### src/rtl/result_acc_if.sv
// Handshake bundle between the adder output, the result accumulator and its sink.
// The flush request exists only when RESULT_ACC_FLUSH_EN is defined.
interface result_acc_if #(
    parameter int WIDTH     = 32,
    parameter int BURST     = 4,
    parameter int ACC_WIDTH = WIDTH + $clog2(BURST) + 1,
    parameter int CNT_W     = $clog2(BURST + 1)
);
    logic                 in_valid;
    logic                 in_ready;
    logic [WIDTH-1:0]     in_data;
    logic                 out_valid;
    logic                 out_ready;
    logic [ACC_WIDTH-1:0] out_data;
    logic [CNT_W-1:0]     out_count;
`ifdef RESULT_ACC_FLUSH_EN
    logic                 flush;
`endif

    // master: the environment (result producer and sum consumer)
    modport master (
        output in_valid, in_data, out_ready,
`ifdef RESULT_ACC_FLUSH_EN
        output flush,
`endif
        input  in_ready, out_valid, out_data, out_count
    );

    // slave: the accumulator itself
    modport slave (
        input  in_valid, in_data, out_ready,
`ifdef RESULT_ACC_FLUSH_EN
        input  flush,
`endif
        output in_ready, out_valid, out_data, out_count
    );
endinterface

### src/rtl/result_accumulator.sv
// Sums BURST consecutive unsigned adder results and emits the total over valid/ready.
// Defining RESULT_ACC_FLUSH_EN adds a flush input that emits a partial burst early.
module result_accumulator #(
    parameter int WIDTH     = 32,
    parameter int BURST     = 4,
    parameter int ACC_WIDTH = WIDTH + $clog2(BURST) + 1
) (
    input  logic           clk,
    input  logic           rst,
    result_acc_if.slave    bus
);
    localparam int CNT_W = $clog2(BURST + 1);

    localparam logic [1:0] INIT  = 2'd0;
    localparam logic [1:0] ACCUM = 2'd1;
    localparam logic [1:0] SEND  = 2'd2;

    logic [1:0]           state;
    logic [ACC_WIDTH-1:0] acc;
    logic [CNT_W-1:0]     cnt;
    logic                 in_ready;
    logic                 out_valid;
    logic [ACC_WIDTH-1:0] out_data;
    logic [CNT_W-1:0]     out_count;

    logic                 beat;
    logic                 emit;
    logic [ACC_WIDTH-1:0] sum;
    logic [CNT_W-1:0]     emit_count;

    // Zero-extends (or truncates, for a narrowed ACC_WIDTH) and wraps modulo 2^ACC_WIDTH.
    function automatic logic [ACC_WIDTH-1:0] acc_add(
        input logic [ACC_WIDTH-1:0] base,
        input logic [WIDTH-1:0]     data,
        input logic                 en
    );
        return base + (en ? ACC_WIDTH'(data) : '0);
    endfunction

    always_comb begin
        beat       = bus.in_valid && in_ready;
        sum        = acc_add(acc, bus.in_data, beat);
        emit_count = cnt + CNT_W'(beat);
        emit       = beat && (cnt == CNT_W'(BURST - 1));
`ifdef RESULT_ACC_FLUSH_EN
        // A flush with nothing accumulated and no beat this cycle has nothing to send.
        if (bus.flush && (cnt != '0 || beat))
            emit = 1'b1;
`endif
    end

    always_ff @(posedge clk or negedge rst) begin
        if (!rst) begin
            state     <= INIT;
            acc       <= '0;
            cnt       <= '0;
            in_ready  <= 1'b0;
            out_valid <= 1'b0;
            out_data  <= '0;
            out_count <= '0;
        end else begin
            case (state)
                INIT: begin
                    in_ready <= 1'b1;
                    state    <= ACCUM;
                end
                ACCUM: begin
                    if (emit) begin
                        out_data  <= sum;
                        out_count <= emit_count;
                        out_valid <= 1'b1;
                        in_ready  <= 1'b0;
                        acc       <= '0;
                        cnt       <= '0;
                        state     <= SEND;
                    end else if (beat) begin
                        acc <= sum;
                        cnt <= cnt + 1'b1;
                    end
                end
                SEND: begin
                    if (bus.out_ready) begin
                        out_valid <= 1'b0;
                        in_ready  <= 1'b1;
                        state     <= ACCUM;
                    end
                end
                default: begin
                    in_ready  <= 1'b0;
                    out_valid <= 1'b0;
                    state     <= INIT;
                end
            endcase
        end
    end

    assign bus.in_ready  = in_ready;
    assign bus.out_valid = out_valid;
    assign bus.out_data  = out_data;
    assign bus.out_count = out_count;
endmodule

### src/flat_wrapper.sv
// flat-port wrapper written by rule: the top's interface ports become plain ports
module result_accumulator_flat 
#(
    parameter int WIDTH     = 32,
    parameter int BURST     = 4,
    parameter int ACC_WIDTH = WIDTH + $clog2(BURST) + 1
)
  (clk, rst, bus_in_valid, bus_in_data, bus_out_ready, bus_in_ready, bus_out_valid, bus_out_data, bus_out_count);
  result_acc_if #(.WIDTH(WIDTH), .BURST(BURST), .ACC_WIDTH(ACC_WIDTH)) bus_i ();
  input  logic clk;
  input  logic rst;
  input wire logic [$bits(bus_i.in_valid)-1:0] bus_in_valid;
  input wire logic [$bits(bus_i.in_data)-1:0] bus_in_data;
  input wire logic [$bits(bus_i.out_ready)-1:0] bus_out_ready;
  output wire logic [$bits(bus_i.in_ready)-1:0] bus_in_ready;
  output wire logic [$bits(bus_i.out_valid)-1:0] bus_out_valid;
  output wire logic [$bits(bus_i.out_data)-1:0] bus_out_data;
  output wire logic [$bits(bus_i.out_count)-1:0] bus_out_count;
  assign bus_i.in_valid = bus_in_valid;
  assign bus_i.in_data = bus_in_data;
  assign bus_i.out_ready = bus_out_ready;
  assign bus_in_ready = bus_i.in_ready;
  assign bus_out_valid = bus_i.out_valid;
  assign bus_out_data = bus_i.out_data;
  assign bus_out_count = bus_i.out_count;
  result_accumulator #(.WIDTH(WIDTH), .BURST(BURST), .ACC_WIDTH(ACC_WIDTH)) u_core (.clk(clk), .rst(rst), .bus(bus_i));
endmodule
### config.mk
export PLATFORM = sky130hd
export DESIGN_NAME = result_accumulator_flat
export DESIGN_NICKNAME = d
export VERILOG_FILES = /design/src/rtl/result_acc_if.sv /design/src/rtl/result_accumulator.sv /design/src/flat_wrapper.sv
export SDC_FILE = /design/constraint.sdc
export NUM_CORES = 1
export LEC_CHECK = 0
export ABC_AREA = 1
export BUFFER_PORTS_ARGS = -buffer_cell sky130_fd_sc_hd__buf_2
export CORE_ASPECT_RATIO = 1.5
export CORE_MARGIN = 1.5
export CORE_UTILIZATION = 28
export DETAILED_ROUTE_END_ITERATION = 7
export PLACE_DENSITY_LB_ADDON = 0.3
export SYNTH_ARGS = -nofsm -noshare
export SYNTH_HDL_FRONTEND = slang
export SYNTH_SLANG_ARGS = --single-unit
### constraint.sdc
create_clock -name clk -period 2.5 [get_ports clk]
set_clock_uncertainty 0.05 [all_clocks]
set_input_delay 0.25 -clock clk [delete_from_list [all_inputs] [get_ports clk]]
set_output_delay 0.25 -clock clk [all_outputs]
set_load 0.005 [all_outputs]
### Word level (Yosys, flattened, before mapping)

Cells that the tools add are included.

* register bits after elaboration: 80
* input port bits: 36
* logic and storage cells: 38

* mux-type cells: 14
* eq/ne operators: 5
* reduce and logical (&&, ||, !) cells: 8
* $add $sub $neg: 3
* bitwise operators: 1

Operator list (count)
* 35-bit 2-to-1 mux: 2
* 35-bit adder: 1
* 32-bit 2-to-1 mux: 1
* 3-bit 2-to-1 mux: 2
* 1-bit one-hot mux with 3 select lines: 2
* 2-bit one-hot mux with 3 select lines: 1
* 2-bit AND reduction: 3
* 1-bit 2-to-1 mux: 4
* 2-bit 2-to-1 mux: 2
* 3-bit by 1-bit adder with 3-bit output: 1
* 3-bit by 1-bit adder with 3-bit output (second input constant): 1
* 3-bit by 2-bit == test with 1-bit output (second input constant): 1
* 3-bit AND reduction: 1
* 2-bit by 1-bit == test with 1-bit output (second input constant): 1
* 2-bit == test (second input constant): 1
* 1-bit logical AND: 2
* 2-bit logical NOT: 1
* 2-bit by 1-bit inequality test with 1-bit output (second input constant): 1
* 2-bit inequality test (second input constant): 1
* 2-bit nonzero test: 1
* 1-bit NOT: 1

### Logic depth before layout (Yosys ltp)

* depth in word-level cells: 5
* gate-level depth with buffers: 18

### Least setup slack after synthesis

Ideal clock, no wire load.

* path type: reg2reg
* start point: register u_core.state[0]
* end point: register u_core.acc[28]
* slack: 0.070 ns
* data arrival time: 2.262 ns
* cell stages (with the launch flop): 19
* data required time: 2.333 ns
* path through: dfrtp_1 > nand2_2 > buf_1 > nor2_1 > ha_1 > inv_1 > fa_1 > inv_1 > nand3_1 > nand2_2 > nand2_1 > nand2_2 > nand2_1 > nand2_2 > nand3_1 > nand2_1 > nand2_1 > nand3_1 > nand2_1

* cells in the longest elaborated chain, start to end: 2

RTL lines
* start, declared: line result_accumulator.sv:18 `logic [1:0] state;`
* start signal, assigned: line result_accumulator.sv:54 `state <= INIT;`
* start signal, assigned: line result_accumulator.sv:65 `state <= ACCUM;`
* start signal, assigned: line result_accumulator.sv:75 `state <= SEND;`
* 2-bit by 1-bit == test with 1-bit output: line result_accumulator.sv:62 `case (state)`
* 2-bit AND reduction (no source line)
* end signal, assigned: line result_accumulator.sv:77 `acc <= sum;`
* end, declared: line result_accumulator.sv:19 `logic [ACC_WIDTH-1:0] acc;`

Every way passes these cells.
A chain may end at the register's enable or synchronous reset.

### Worst setup path after layout

* start point: register u_core.state[0]
* end point: register u_core.out_data[21] (netlist: u_core.bus.out_data[21])

* cells in the longest elaborated chain, start to end: 2

RTL lines
* 2-bit by 1-bit == test with 1-bit output: line result_accumulator.sv:62
* 2-bit AND reduction (no source line)
* end signal, assigned: line result_accumulator.sv:69 `out_data <= sum;`
* end, declared: line result_accumulator.sv:23 `logic [ACC_WIDTH-1:0] out_data;`

Every way passes these cells.

==> reports/metrics.csv <==
stage,metric,value,unit
floorplanning,Die X,118.9,um
synthesis,mux cell area share after synthesis,0.1775,%
synthesis,Yosys reg bits,79,
job,Max-Cap Viols,0,
synthesis,compound-gate portion of the synthesized area,7.278,%
synthesis,register area share after synthesis,35.06,%
power_and_ir_drop,worst vdd ir,0.0003371,V
critical_path,Crit path arrival time,2.58,ns
synthesis,fraction of the mapped netlist area in adder cells,8.121,%
cts,Clock Path Buffers,2,
timing,Final Critical Period,2.390,ns
cells_and_area,fin cells,1223,
timing,final setup violation count,0,
hold_path,HP Class,in -> reg,
synthesis,Synth Area in Simple Gates,37.83,%
floorplanning,FP Rows,63,
synthesis,synth warn,0,
place,dpl hpwl,13.59,mm
floorplanning,Ports,76,
critical_path,slowest cell on the critical path,dfrtp_1,
timing,Final Cycle Share,95.60,%
timing,upper clock frequency limit,0.4184,GHz
synthesis,Main synth FF type,dfrtp_1,
timing,Slew @ Worst Pin,0.5816,ns
global_routing,gr usage total,17.13,%
critical_path,CP max stage delay,0.40,ns
detailed_routing,vias,5522,
synthesis,Mapped Area,5639,um2
synthesis,syn nets,927,
global_routing,vias in the first global route,5627,
cts,Root Driver,clkbuf_16,
cells_and_area,Layout Utilization,35.94,%
global_routing,grt ovf,0,
critical_path,"Cell Chain, Critical Path",nand2_4 > clkbuf_16 > nor2_1 > ha_1 > nand2_2 > inv_1 > a21oi_2 > nor2_1 > nor2_1 > nand2_2 > nand2_1 > nand3b_1 > nand3_1 > nand2_1,
critical_path,CP Buf/Inv Count,2,
detailed_routing,Final Routed Wirelength,17.52,mm
timing,Final Hold Fails,0,
synthesis,Netlist cell types,32,
cells_and_area,most frequent cells in the layout,"nand2_1 (299), inv_1 (123), nor2_1 (80)",
synthesis,number of synthesized flops with an enable pin,0,
cells_and_area,Final Net Count,1030,
critical_path,Crit path required time,2.69,ns
cells_and_area,proportion of layout cells with a drive suffix above 1,21.39,%
cts,Clock Pin Slew Worst Setup and Hold Paths,0.06,ns
timing,worst rel slew slack,61.17,%
power_and_ir_drop,static leakage,3.976,nW
cts,TritonCTS sink count,79,
floorplanning,die height,176.8,um
critical_path,Setup crit end kind,flop,
cells_and_area,"commonest non-fill, non-tap cell in the layout",nand2_1,
floorplanning,core area,19790,um2
floorplanning,Die ar.,21020,um2
global_routing,largest net degree at the start of global routing,52,
global_routing,initial antenna violation count,0,
detailed_routing,Iter 0 DRT Violations,175,
critical_path,Crit Path Max Fanout,11,
place,routability cong.,0.8656,
place,port bufs,75,
cts,H-tree depth,3,
synthesis,fraction of registers with async set/reset,100.0,%
cells_and_area,Area Overhead vs Synth,26.09,%
synthesis,Synth Area in XOR/XNOR,1.864,%
synthesis,syn avg cell area,6.596,um2
timing,hold slack final,0.1395,ns
timing,RSZ-0062 raised after global routing,true,
critical_path,startpoint types,flop,
cts,"Clk Latency, worst-skew pair",0.36,ns
critical_path,cell repeated most along the worst path,nor2_1,
place,dpl cells,1198,
critical_path,"CP delay by family, top",simple AND/OR/NAND/NOR gates,
detailed_routing,vias per cell,4.515,
detailed_routing,Pre-antenna DRT Iters,4,
synthesis,Post-Synthesis Cells,855,
critical_path,kind of critical path,reg -> reg,
cts,CTS buffer count,9,
global_routing,first-pass GRT wire length,27.77,mm
floorplanning,initial core utilization,28.50,%
timing,Final Max Tran Viols,0,
power_and_ir_drop,Pwr per Cell Area,1110,nW/um2
synthesis,main combinational cell family by area after synthesis,simple AND/OR/NAND/NOR gates,
outcome,status,"complete, no violations",
detailed_routing,post-DR wirelength/cell,14.32,um
cells_and_area,diode count,0,
detailed_routing,remaining antenna violation count,0,
detailed_routing,drc violations,0,
cts,TritonCTS clock tree,done,
==> flip-flops by register name, indices dropped and copies added, names as in the netlist <==
name	cells
u_core.acc	35
u_core.bus.out_data	35
u_core.bus.out_count	3
u_core.cnt	3
u_core.state	2
u_core.bus.out_valid	1
==> cell type report <==
cell class              count  area (um2)
multi-input cells         632        3343
clock buffers              13       270.3
repair buffers            108       674.4
inverters                 128       480.5
well taps                 260       325.3
flip-flops and latches     79        1977
clock inverters             3       40.04
fillers                  2164       12670
==> kinds of logic after synthesis <==
group | after synthesis
muxes | 1
DFF | 79
AOI/OAI and AO/OA | 76
and+or+nand+nor | 507
xor gates and xnor gates | 12
adders and majority gates | 36
buffers and inverters | 144
==> worst min-delay path, delay by kind of cell <==
kind	cells	cell delay, ns
AND/OR/NAND/NOR	1	0.05
buffers and inverters	1	0.08
AO/OA/AOI/OAI	1	0.13
==> metrics by stage <==
stage	setup WS [ns]	total power, mW	setup TNS, ns	area (um2)
after floorplan	0.07027	4.796	0	5639
after global placement	-0.01558	6.157	-0.01781	6482
after detailed placement	-0.01638	6.184	-0.01638	6482
after CTS	0.01522	7.640	0	6813
after global routing	-0.06977	8.640	-0.8216	7111
final	0.1100	7.891	0	7111
==> power by group <==
part           switching, mW  total (mW)  internal, mW
registers              0.363        2.20          1.84
clock network          0.540        1.39         0.852
logic                   2.60        4.30          1.69
total                   3.51        7.89          4.38
==> final timing paths <==
| path | cells after the start | startpoint | slack (ns) | to |
|---|---|---|---|---|
| worst max-delay path | 14 | u_core.state[0] | 0.11 | u_core.bus.out_data[21] |
| worst min-delay path | 3 | bus_out_ready | 0.14 | u_core.state[0] |
| worst max register to register | 14 | u_core.state[0] | 0.11 | u_core.bus.out_data[21] |
| worst min register to register | 2 | u_core.bus.out_data[34] | 0.42 | u_core.bus.out_data[34] |
| max in group asynchronous | 3 | rst | 1.55 | u_core.acc[33] |
| min in group asynchronous | 2 | rst | 0.27 | u_core.acc[13] |
==> routing by layer <==
| layer | up-vias | GRT usage, % | routed length [um] |
|---|---|---|---|
| met2 | 95 | 33.26 | 9616 |
| met3 | 32 | 2.481 | 445 |
| li1 | 2845 | - | - |
| met5 | - | 0 | 0 |
| met1 | 2550 | 17.64 | 6899 |
| met4 | 0 | 8.835 | 556 |
==> timing repair <==
| action | in CTS | in global routing |
|---|---|---|
| hold buffers | 1 | 0 |
| cloned | 0 | 1 |
| resized for setup | 3 | 60 |
| pin swaps | 0 | 9 |
| setup buffers | 0 | 7 |
| endpoints found under the setup margin | 1 | 44 |
| hold endpoints to repair | 17 | 0 |
==> synthesized netlist by cell type, types with 3 or more instances <==
master | instances | share of area [%]
nand4_1 | 3 | 0.33
buf_2 | 4 | 0.36
nand2_2 | 18 | 2.0
nor2_2 | 6 | 0.67
buf_1 | 3 | 0.20
o21ai_0 | 34 | 3.0
or2_1 | 4 | 0.44
a21oi_1 | 29 | 2.6
nor2_1 | 87 | 5.8
nor3_1 | 6 | 0.53
nand3b_1 | 8 | 1.1
nand3_2 | 4 | 0.71
clkbuf_1 | 9 | 0.60
dfrtp_1 | 79 | 35
nand2_1 | 310 | 21
xor2_1 | 4 | 0.62
inv_1 | 125 | 8.3
o21bai_1 | 5 | 0.67
ha_1 | 35 | 7.8
xnor2_1 | 8 | 1.2
nand3_1 | 58 | 5.1
Power figures use the tool's default switching activity.
